--- config.mk ---
export PLATFORM = sky130hd
export DESIGN_NAME = cell_grid_stream_gen
export DESIGN_NICKNAME = d
export VERILOG_FILES = /design/src/rtl/cell_grid_stream_gen.sv
export SDC_FILE = /design/constraint.sdc
export NUM_CORES = 1
export LEC_CHECK = 0
export CORE_UTILIZATION = 40
export DETAILED_ROUTE_END_ITERATION = 16
export MAX_ROUTING_LAYER = met4
export PLACE_DENSITY_LB_ADDON = 0.2
export SKIP_LAST_GASP = 1
export SYNTH_ARGS = -nofsm -noshare
export SYNTH_HDL_FRONTEND = slang
export SYNTH_SLANG_ARGS = --single-unit
--- constraint.sdc ---
create_clock -name out_stream_aclk -period 2.95 [get_ports out_stream_aclk]
set_clock_uncertainty 0.15 [all_clocks]
set_input_delay 0.295 -clock out_stream_aclk [delete_from_list [all_inputs] [get_ports out_stream_aclk]]
set_output_delay 0.295 -clock out_stream_aclk [all_outputs]
set_load 0.01 [all_outputs]
--- src/rtl/cell_grid_stream_gen.sv ---
// cell_grid_stream_gen: renders a grid of 1- or 2-bit cells as an AXI4-Stream
// video frame. Each cell becomes a CELL_SIZE x CELL_SIZE block of pixels. Cell
// rows are fetched one at a time from an external store into a double buffer,
// and the next row is prefetched while the current one is drawn.
module cell_grid_stream_gen #(
    parameter int X_CELLS   = 64,
    parameter int Y_CELLS   = 36,
    parameter int CELL_SIZE = 20,
    parameter int BPC       = 1,
    parameter int PIX_W     = 24
) (
    input  logic                       out_stream_aclk,
    input  logic                       periph_reset,
    input  logic                       enable,
    input  logic [4*PIX_W-1:0]         palette,
    output logic                       row_req_valid,
    input  logic                       row_req_ready,
    output logic [$clog2(Y_CELLS)-1:0] row_req_addr,
    input  logic                       row_rsp_valid,
    input  logic [X_CELLS*BPC-1:0]     row_rsp_data,
    output logic [PIX_W-1:0]           out_stream_tdata,
    output logic                       out_stream_tvalid,
    input  logic                       out_stream_tready,
    output logic                       out_stream_tlast,
    output logic                       out_stream_tuser,
    output logic                       frame_done,
    output logic [15:0]                underrun_count
);
    localparam int RW  = X_CELLS * BPC;
    localparam int AW  = $clog2(Y_CELLS);
    localparam int CXW = (X_CELLS > 1) ? $clog2(X_CELLS) : 1;
    localparam int CSW = (CELL_SIZE > 1) ? $clog2(CELL_SIZE) : 1;

    typedef enum logic [1:0] {F_IDLE = 2'd0, F_REQ = 2'd1, F_WAIT = 2'd2} f_state_e;
    typedef enum logic [1:0] {R_IDLE = 2'd0, R_LOAD = 2'd1, R_ACTIVE = 2'd2, R_DRAIN = 2'd3} r_state_e;

    f_state_e           f_state_q, f_state_d;
    r_state_e           r_state_q, r_state_d;
    logic               req_valid_q, req_valid_d;
    logic [AW-1:0]      req_addr_q, req_addr_d;
    logic [AW-1:0]      fetch_addr_q, fetch_addr_d;   // next cell row to prefetch
    logic               need_row_q, need_row_d;       // render wants fetch_addr fetched
    logic               drop_rsp_q, drop_rsp_d;       // outstanding response belongs to an abandoned frame
    logic               nxt_full_q, nxt_full_d;
    logic [RW-1:0]      nxt_buf_q, nxt_buf_d;
    logic [RW-1:0]      cur_buf_q, cur_buf_d;
    logic [4*PIX_W-1:0] shadow_q, shadow_d;
    logic [CXW-1:0]     cx_q, cx_d;                   // cell column of the next pixel to load
    logic [CSW-1:0]     sx_q, sx_d;                   // pixel column inside the cell
    logic [CSW-1:0]     sy_q, sy_d;                   // pixel line inside the cell row
    logic [AW-1:0]      cy_q, cy_d;                   // cell row being drawn
    logic               uflag_q, uflag_d;             // waiting in R_LOAD counts as underrun
    logic [15:0]        underrun_q, underrun_d;
    logic               tvalid_q, tvalid_d;
    logic [PIX_W-1:0]   tdata_q, tdata_d;
    logic               tlast_q, tlast_d;
    logic               tuser_q, tuser_d;
    logic               frame_done_q, frame_done_d;

    logic [BPC-1:0]     cell_val_s;
    logic [1:0]         pal_idx_s;
    logic [PIX_W-1:0]   pix_s;
    logic               end_x_s, end_sy_s, end_cy_s, first_s;

    // Colour of the pixel addressed by the render counters, plus position flags
    always_comb begin
        cell_val_s = BPC'(cur_buf_q >> ((X_CELLS - 1 - int'(cx_q)) * BPC));
        pal_idx_s  = 2'(cell_val_s);
        case (pal_idx_s)
            2'd0:    pix_s = shadow_q[0*PIX_W +: PIX_W];
            2'd1:    pix_s = shadow_q[1*PIX_W +: PIX_W];
            2'd2:    pix_s = shadow_q[2*PIX_W +: PIX_W];
            2'd3:    pix_s = shadow_q[3*PIX_W +: PIX_W];
            default: pix_s = shadow_q[0*PIX_W +: PIX_W];
        endcase
        end_x_s  = (cx_q == CXW'(X_CELLS - 1)) && (sx_q == CSW'(CELL_SIZE - 1));
        end_sy_s = (sy_q == CSW'(CELL_SIZE - 1));
        end_cy_s = (cy_q == AW'(Y_CELLS - 1));
        first_s  = (cx_q == '0) && (sx_q == '0) && (sy_q == '0) && (cy_q == '0);
    end

    // Next-state logic: fetch FSM first, render FSM may override shared flags
    always_comb begin
        f_state_d    = f_state_q;
        r_state_d    = r_state_q;
        req_valid_d  = req_valid_q;
        req_addr_d   = req_addr_q;
        fetch_addr_d = fetch_addr_q;
        need_row_d   = need_row_q;
        drop_rsp_d   = drop_rsp_q;
        nxt_full_d   = nxt_full_q;
        nxt_buf_d    = nxt_buf_q;
        cur_buf_d    = cur_buf_q;
        shadow_d     = shadow_q;
        cx_d         = cx_q;
        sx_d         = sx_q;
        sy_d         = sy_q;
        cy_d         = cy_q;
        uflag_d      = uflag_q;
        underrun_d   = underrun_q;
        tvalid_d     = tvalid_q;
        tdata_d      = tdata_q;
        tlast_d      = tlast_q;
        tuser_d      = tuser_q;
        frame_done_d = 1'b0;

        case (f_state_q)
            F_IDLE: begin
                if (need_row_q && !nxt_full_q) begin
                    req_valid_d = 1'b1;
                    req_addr_d  = fetch_addr_q;
                    need_row_d  = 1'b0;
                    f_state_d   = F_REQ;
                end else begin
                    f_state_d = F_IDLE;
                end
            end
            F_REQ: begin
                if (row_req_ready) begin
                    req_valid_d = 1'b0;
                    f_state_d   = F_WAIT;
                end else begin
                    f_state_d = F_REQ;
                end
            end
            F_WAIT: begin
                if (row_rsp_valid) begin
                    if (drop_rsp_q) begin
                        drop_rsp_d = 1'b0;
                    end else begin
                        nxt_buf_d  = row_rsp_data;
                        nxt_full_d = 1'b1;
                    end
                    f_state_d = F_IDLE;
                end else begin
                    f_state_d = F_WAIT;
                end
            end
            default: f_state_d = F_IDLE;
        endcase

        case (r_state_q)
            R_IDLE: begin
                tvalid_d = 1'b0;
                if (enable) begin
                    shadow_d     = palette;
                    need_row_d   = 1'b1;
                    fetch_addr_d = '0;
                    uflag_d      = 1'b0;
                    r_state_d    = R_LOAD;
                end else begin
                    r_state_d = R_IDLE;
                end
            end
            R_LOAD: begin
                // a beat still held from the previous row may complete here
                if (tvalid_q && out_stream_tready) begin
                    tvalid_d = 1'b0;
                end else begin
                    tvalid_d = tvalid_q;
                end
                if (nxt_full_q) begin
                    cur_buf_d    = nxt_buf_q;
                    nxt_full_d   = 1'b0;
                    need_row_d   = 1'b1;
                    fetch_addr_d = (fetch_addr_q == AW'(Y_CELLS - 1)) ? '0 : fetch_addr_q + AW'(1);
                    uflag_d      = 1'b0;
                    r_state_d    = R_ACTIVE;
                end else if (uflag_q && (underrun_q != 16'hFFFF)) begin
                    underrun_d = underrun_q + 16'd1;
                end else begin
                    underrun_d = underrun_q;
                end
            end
            R_ACTIVE: begin
                if (!tvalid_q || out_stream_tready) begin
                    tvalid_d = 1'b1;
                    tdata_d  = pix_s;
                    tlast_d  = end_x_s;
                    tuser_d  = first_s;
                    if (!end_x_s) begin
                        if (sx_q == CSW'(CELL_SIZE - 1)) begin
                            sx_d = '0;
                            cx_d = cx_q + CXW'(1);
                        end else begin
                            sx_d = sx_q + CSW'(1);
                        end
                    end else begin
                        sx_d = '0;
                        cx_d = '0;
                        if (!end_sy_s) begin
                            sy_d = sy_q + CSW'(1);
                        end else begin
                            sy_d = '0;
                            if (end_cy_s) begin
                                cy_d      = '0;
                                r_state_d = R_DRAIN;
                            end else begin
                                cy_d = cy_q + AW'(1);
                                if (nxt_full_q) begin
                                    cur_buf_d    = nxt_buf_q;
                                    nxt_full_d   = 1'b0;
                                    need_row_d   = 1'b1;
                                    fetch_addr_d = (fetch_addr_q == AW'(Y_CELLS - 1)) ? '0 : fetch_addr_q + AW'(1);
                                end else begin
                                    uflag_d   = 1'b1;
                                    r_state_d = R_LOAD;
                                end
                            end
                        end
                    end
                end else begin
                    tvalid_d = tvalid_q;
                end
            end
            R_DRAIN: begin
                // wait for the last beat of the frame to be taken
                if (tvalid_q && out_stream_tready) begin
                    tvalid_d     = 1'b0;
                    frame_done_d = 1'b1;
                    if (enable) begin
                        shadow_d  = palette;
                        uflag_d   = 1'b0;
                        r_state_d = R_LOAD;
                    end else begin
                        nxt_full_d = 1'b0;
                        need_row_d = 1'b0;
                        drop_rsp_d = (f_state_d != F_IDLE);
                        r_state_d  = R_IDLE;
                    end
                end else begin
                    r_state_d = R_DRAIN;
                end
            end
            default: r_state_d = R_IDLE;
        endcase
    end

    // State, buffers and registered outputs; periph_reset clears everything
    always_ff @(posedge out_stream_aclk) begin
        if (periph_reset) begin
            f_state_q    <= F_IDLE;
            r_state_q    <= R_IDLE;
            req_valid_q  <= 1'b0;
            req_addr_q   <= '0;
            fetch_addr_q <= '0;
            need_row_q   <= 1'b0;
            drop_rsp_q   <= 1'b0;
            nxt_full_q   <= 1'b0;
            nxt_buf_q    <= '0;
            cur_buf_q    <= '0;
            shadow_q     <= '0;
            cx_q         <= '0;
            sx_q         <= '0;
            sy_q         <= '0;
            cy_q         <= '0;
            uflag_q      <= 1'b0;
            underrun_q   <= 16'd0;
            tvalid_q     <= 1'b0;
            tdata_q      <= '0;
            tlast_q      <= 1'b0;
            tuser_q      <= 1'b0;
            frame_done_q <= 1'b0;
        end else begin
            f_state_q    <= f_state_d;
            r_state_q    <= r_state_d;
            req_valid_q  <= req_valid_d;
            req_addr_q   <= req_addr_d;
            fetch_addr_q <= fetch_addr_d;
            need_row_q   <= need_row_d;
            drop_rsp_q   <= drop_rsp_d;
            nxt_full_q   <= nxt_full_d;
            nxt_buf_q    <= nxt_buf_d;
            cur_buf_q    <= cur_buf_d;
            shadow_q     <= shadow_d;
            cx_q         <= cx_d;
            sx_q         <= sx_d;
            sy_q         <= sy_d;
            cy_q         <= cy_d;
            uflag_q      <= uflag_d;
            underrun_q   <= underrun_d;
            tvalid_q     <= tvalid_d;
            tdata_q      <= tdata_d;
            tlast_q      <= tlast_d;
            tuser_q      <= tuser_d;
            frame_done_q <= frame_done_d;
        end
    end

    assign row_req_valid     = req_valid_q;
    assign row_req_addr      = req_addr_q;
    assign out_stream_tdata  = tdata_q;
    assign out_stream_tvalid = tvalid_q;
    assign out_stream_tlast  = tlast_q;
    assign out_stream_tuser  = tuser_q;
    assign frame_done        = frame_done_q;
    assign underrun_count    = underrun_q;
endmodule

==> flow_metrics.py <==
metrics = {
    "clocking": {
        "clock-sinks": 263,
        "cts_tree": "yes",
        "clkLatencyLatePin_ps": 540,
        "clock_path_buffers": 3,
        "clk_pin_slew_worst_paths_ps": 60,
        "clockRootBuffer": "clkbuf_16",
        "cts_buffers": 29,
        "cts.hold.buffers_added": 0,
        "htreeDepth": 1,
    },
    "die": {
        "coreArea_mm2": 0.0264,
        "dieArea_mm2": 0.0278,
        "dieWidth_um": 167,
        "initial_core_util_pct": 41.1,
        "row_count": 59,
        "die_h_um": 167,
        "ioPinCount": 217,
    },
    "setup_path": {
        "crit_chain": "buf_12, mux4_1, mux2i_1, o221ai_2, a22oi_4, buf_12, mux2i_1, a211oi_1",
        "cp-start-kind": "register",
        "endpoint_kind": "register",
        "cp.required_ps": 3210,
        "critPathTopFamily": "multiplexers",
        "worstSetupPathType": "register to register",
        "max_stage_delay_ps": 590,
        "crit_path_max_fanout": 24,
        "cp_num_buf_inv": 2,
        "cp_data_arrival_time_ps": 2950,
        "cp_slowest_cell": "mux4_1",
    },
    "cells_and_area": {
        "final_nets": 1596,
        "layout-drive-gt1-share_pct": 6.76,
        "n_fill_cell": 2511,
        "final_common_cell": "nand2_1",
        "final_cell_mix": "nand2_1, dfxtp_1, a21oi_1, clkdlybuf4s50_1, nor2_1",
        "area_growth_syn_to_layout_pct": 27.2,
        "antenna_cells": 0,
    },
    "timing": {
        "rsz0062_at_grt": "no",
        "fmax_mhz": 372,
        "finalHoldViolations": 0,
        "slew_violations": 0,
        "period_share_pct": 91.1,
        "fin_setup_tns_ps": 0,
        "slew_headroom_pct": 34.2,
        "min_period_ps": 2690,
        "tightest_slew_ps": 985,
        "finalSetupViolCount": 0,
    },
    "routing": {
        "met3_length_um": 954,
        "drt_first_pass_iters": 5,
        "via_count": 8806,
        "drc": 0,
        "highest_layer": "met4",
        "wl_met2_um": 10800,
        "viasPerCell": 4.98,
        "ant_nets": 0,
        "wl_per_cell_um": 13.7,
        "wl_met1_um": 11900,
        "drt_iter0_drc": 577,
        "wl_um": 24200,
    },
    "global_routing": {
        "grt_pass1_vias": 8265,
        "grt_overflow_total": 0,
        "grt_max_degree": 68,
        "grt_pass1_wl_um": 40600,
        "globalRouteTotalUtil_pct": 17.8,
        "antenna_found_initial": 0,
    },
    "logic_synthesis": {
        "synth.cell_area_mm2": 0.0108,
        "synth_seq_area_share_pct": 48.6,
        "synth_edf_count": 0,
        "synth.area.top_cells": "dfxtp_1, nand2_1, a21oi_1",
        "syn_area_per_cell_um2": 8.48,
        "yosysTopAreaCellShare_pct": 48.6,
        "synth_area_leader_cell": "dfxtp_1",
        "ys_ff_latch": 263,
        "synth_cell_types": 56,
        "synth_cells": 1279,
        "synth-main-ff-cell": "dfxtp_1",
        "syn_nets": 1460,
        "ys.warnings.count": 0,
        "synthArstFlopShare_pct": 0,
    },
    "job": {
        "maxCapViolCount": 0,
    },
    "power_and_ir_drop": {
        "power.total_mw": 9.74,
        "ir_drop_mv": 0.370,
        "p_leak_nw": 4.88,
        "powerDensity_mw_per_mm2": 706,
    },
    "run_status": {
        "status": "complete, no violations",
    },
    "worst_hold_path": {
        "hp-class": "primary input to register",
    },
    "placed_design": {
        "dp_hpwl_um": 15600,
        "port_buffers": 168,
        "gp_congestion": 0.803,
    },
}
-- through the flow --
step	hold WS, ps	instances	utilization [%]	area, µm²	setup slack [ps]
floorplan	281	1279	-	10800	553
global placement	289	1719	48.4	12700	286
detailed placement	295	1719	48.4	12700	218
CTS	21.7	1770	52.3	13800	199
global route	40.4	1770	52.3	13800	27.3
finish	32.8	1770	52.3	13800	264
-- worst paths after layout --
check | start | slack [ps] | end | cells past startpoint
hold reg to reg | nxt_buf_q[47]$_SDFFE_PP0P_ | 300 | cur_buf_q[47]$_SDFFE_PP0P_ | 2
setup / recovery | cx_q[0]$_SDFFE_PP0P_ | 260 | out_stream_tdata[9]$_SDFFE_PP0P_ | 8
setup reg to reg | cx_q[0]$_SDFFE_PP0P_ | 260 | out_stream_tdata[9]$_SDFFE_PP0P_ | 8
hold / removal | periph_reset | 30 | nxt_buf_q[38]$_SDFFE_PP0P_ | 2
-- routing by layer --
layer	vias up	track usage [%]
li1	4595	-
met4	0	5.11
met5	-	-
met3	44	2.66
met2	186	28.5
met1	3981	23.4
-- cells in the mapped netlist, types with 5 or more instances --
cell type,instances
nand2_1,388
dfxtp_1,263
a21oi_1,201
nor2_1,70
clkbuf_1,54
mux2i_1,37
a211oi_1,27
xor2_1,18
inv_1,16
nand4_1,16
nor3_1,16
ha_1,15
nand3_1,14
and2_1,13
xnor2_1,12
o21ai_0,9
mux4_2,8
nor2b_1,8
and3_1,7
a221oi_1,6
buf_2,6
mux4_1,6
dlygate4sd3_1,5
-- flip-flops by register name, indices dropped and copies added, names as in the netlist, 2 cells and up --
| signal | count |
|---|---|
| out_stream_tdata | 24 |
| row_req_addr | 6 |
| fetch_addr_q | 6 |
| underrun_count | 16 |
| f_state_q | 2 |
| cur_buf_q | 64 |
| shadow_q | 48 |
| sx_q | 5 |
| cx_q | 6 |
| nxt_buf_q | 64 |
| r_state_q | 2 |
| sy_q | 5 |
| cy_q | 6 |
-- logic make-up after synthesis --
| logic type | share of synthesized area (%) |
|---|---|
| adder cells (fa/ha/maj) | 1.73 |
| XOR/XNOR | 2.42 |
| AO/OA/AOI/OAI | 13.5 |
| flip-flops | 48.6 |
| buffers and inverters | 5.19 |
| multiplexers | 6.84 |
| AND/OR/NAND/NOR | 21.7 |
-- area by class of cell --
cell class                 instances  area, µm²  share of cell area (%)
timing repair buffer             189       1940                    14.1
inverter                          16       60.1                   0.436
clock buffer                      37        826                    5.99
clock inverter                    14        214                    1.55
tap                              335        419                    3.04
sequential                       263       5270                    38.2
multi-input combinational        916       5060                    36.7
-- report_power, final --
| group | switching [mW] | internal (mW) | total [mW] | leakage [nW] |
|---|---|---|---|---|
| sequential | 0.181 | 3.87 | 4.05 | 2.13 |
| combinational | 0.988 | 0.841 | 1.83 | 2.24 |
| clock | 1.45 | 2.41 | 3.86 | 0.510 |
-- timing repair --
| action | CTS | global route |
|---|---|---|
| buffers inserted | 0 | 0 |
| resized for setup | 0 | 1 |
| setup endpoints to repair | 0 | 2 |
| endpoints found under the hold margin | 0 | 0 |
No activity file was read; power rests on OpenSTA's default activity.
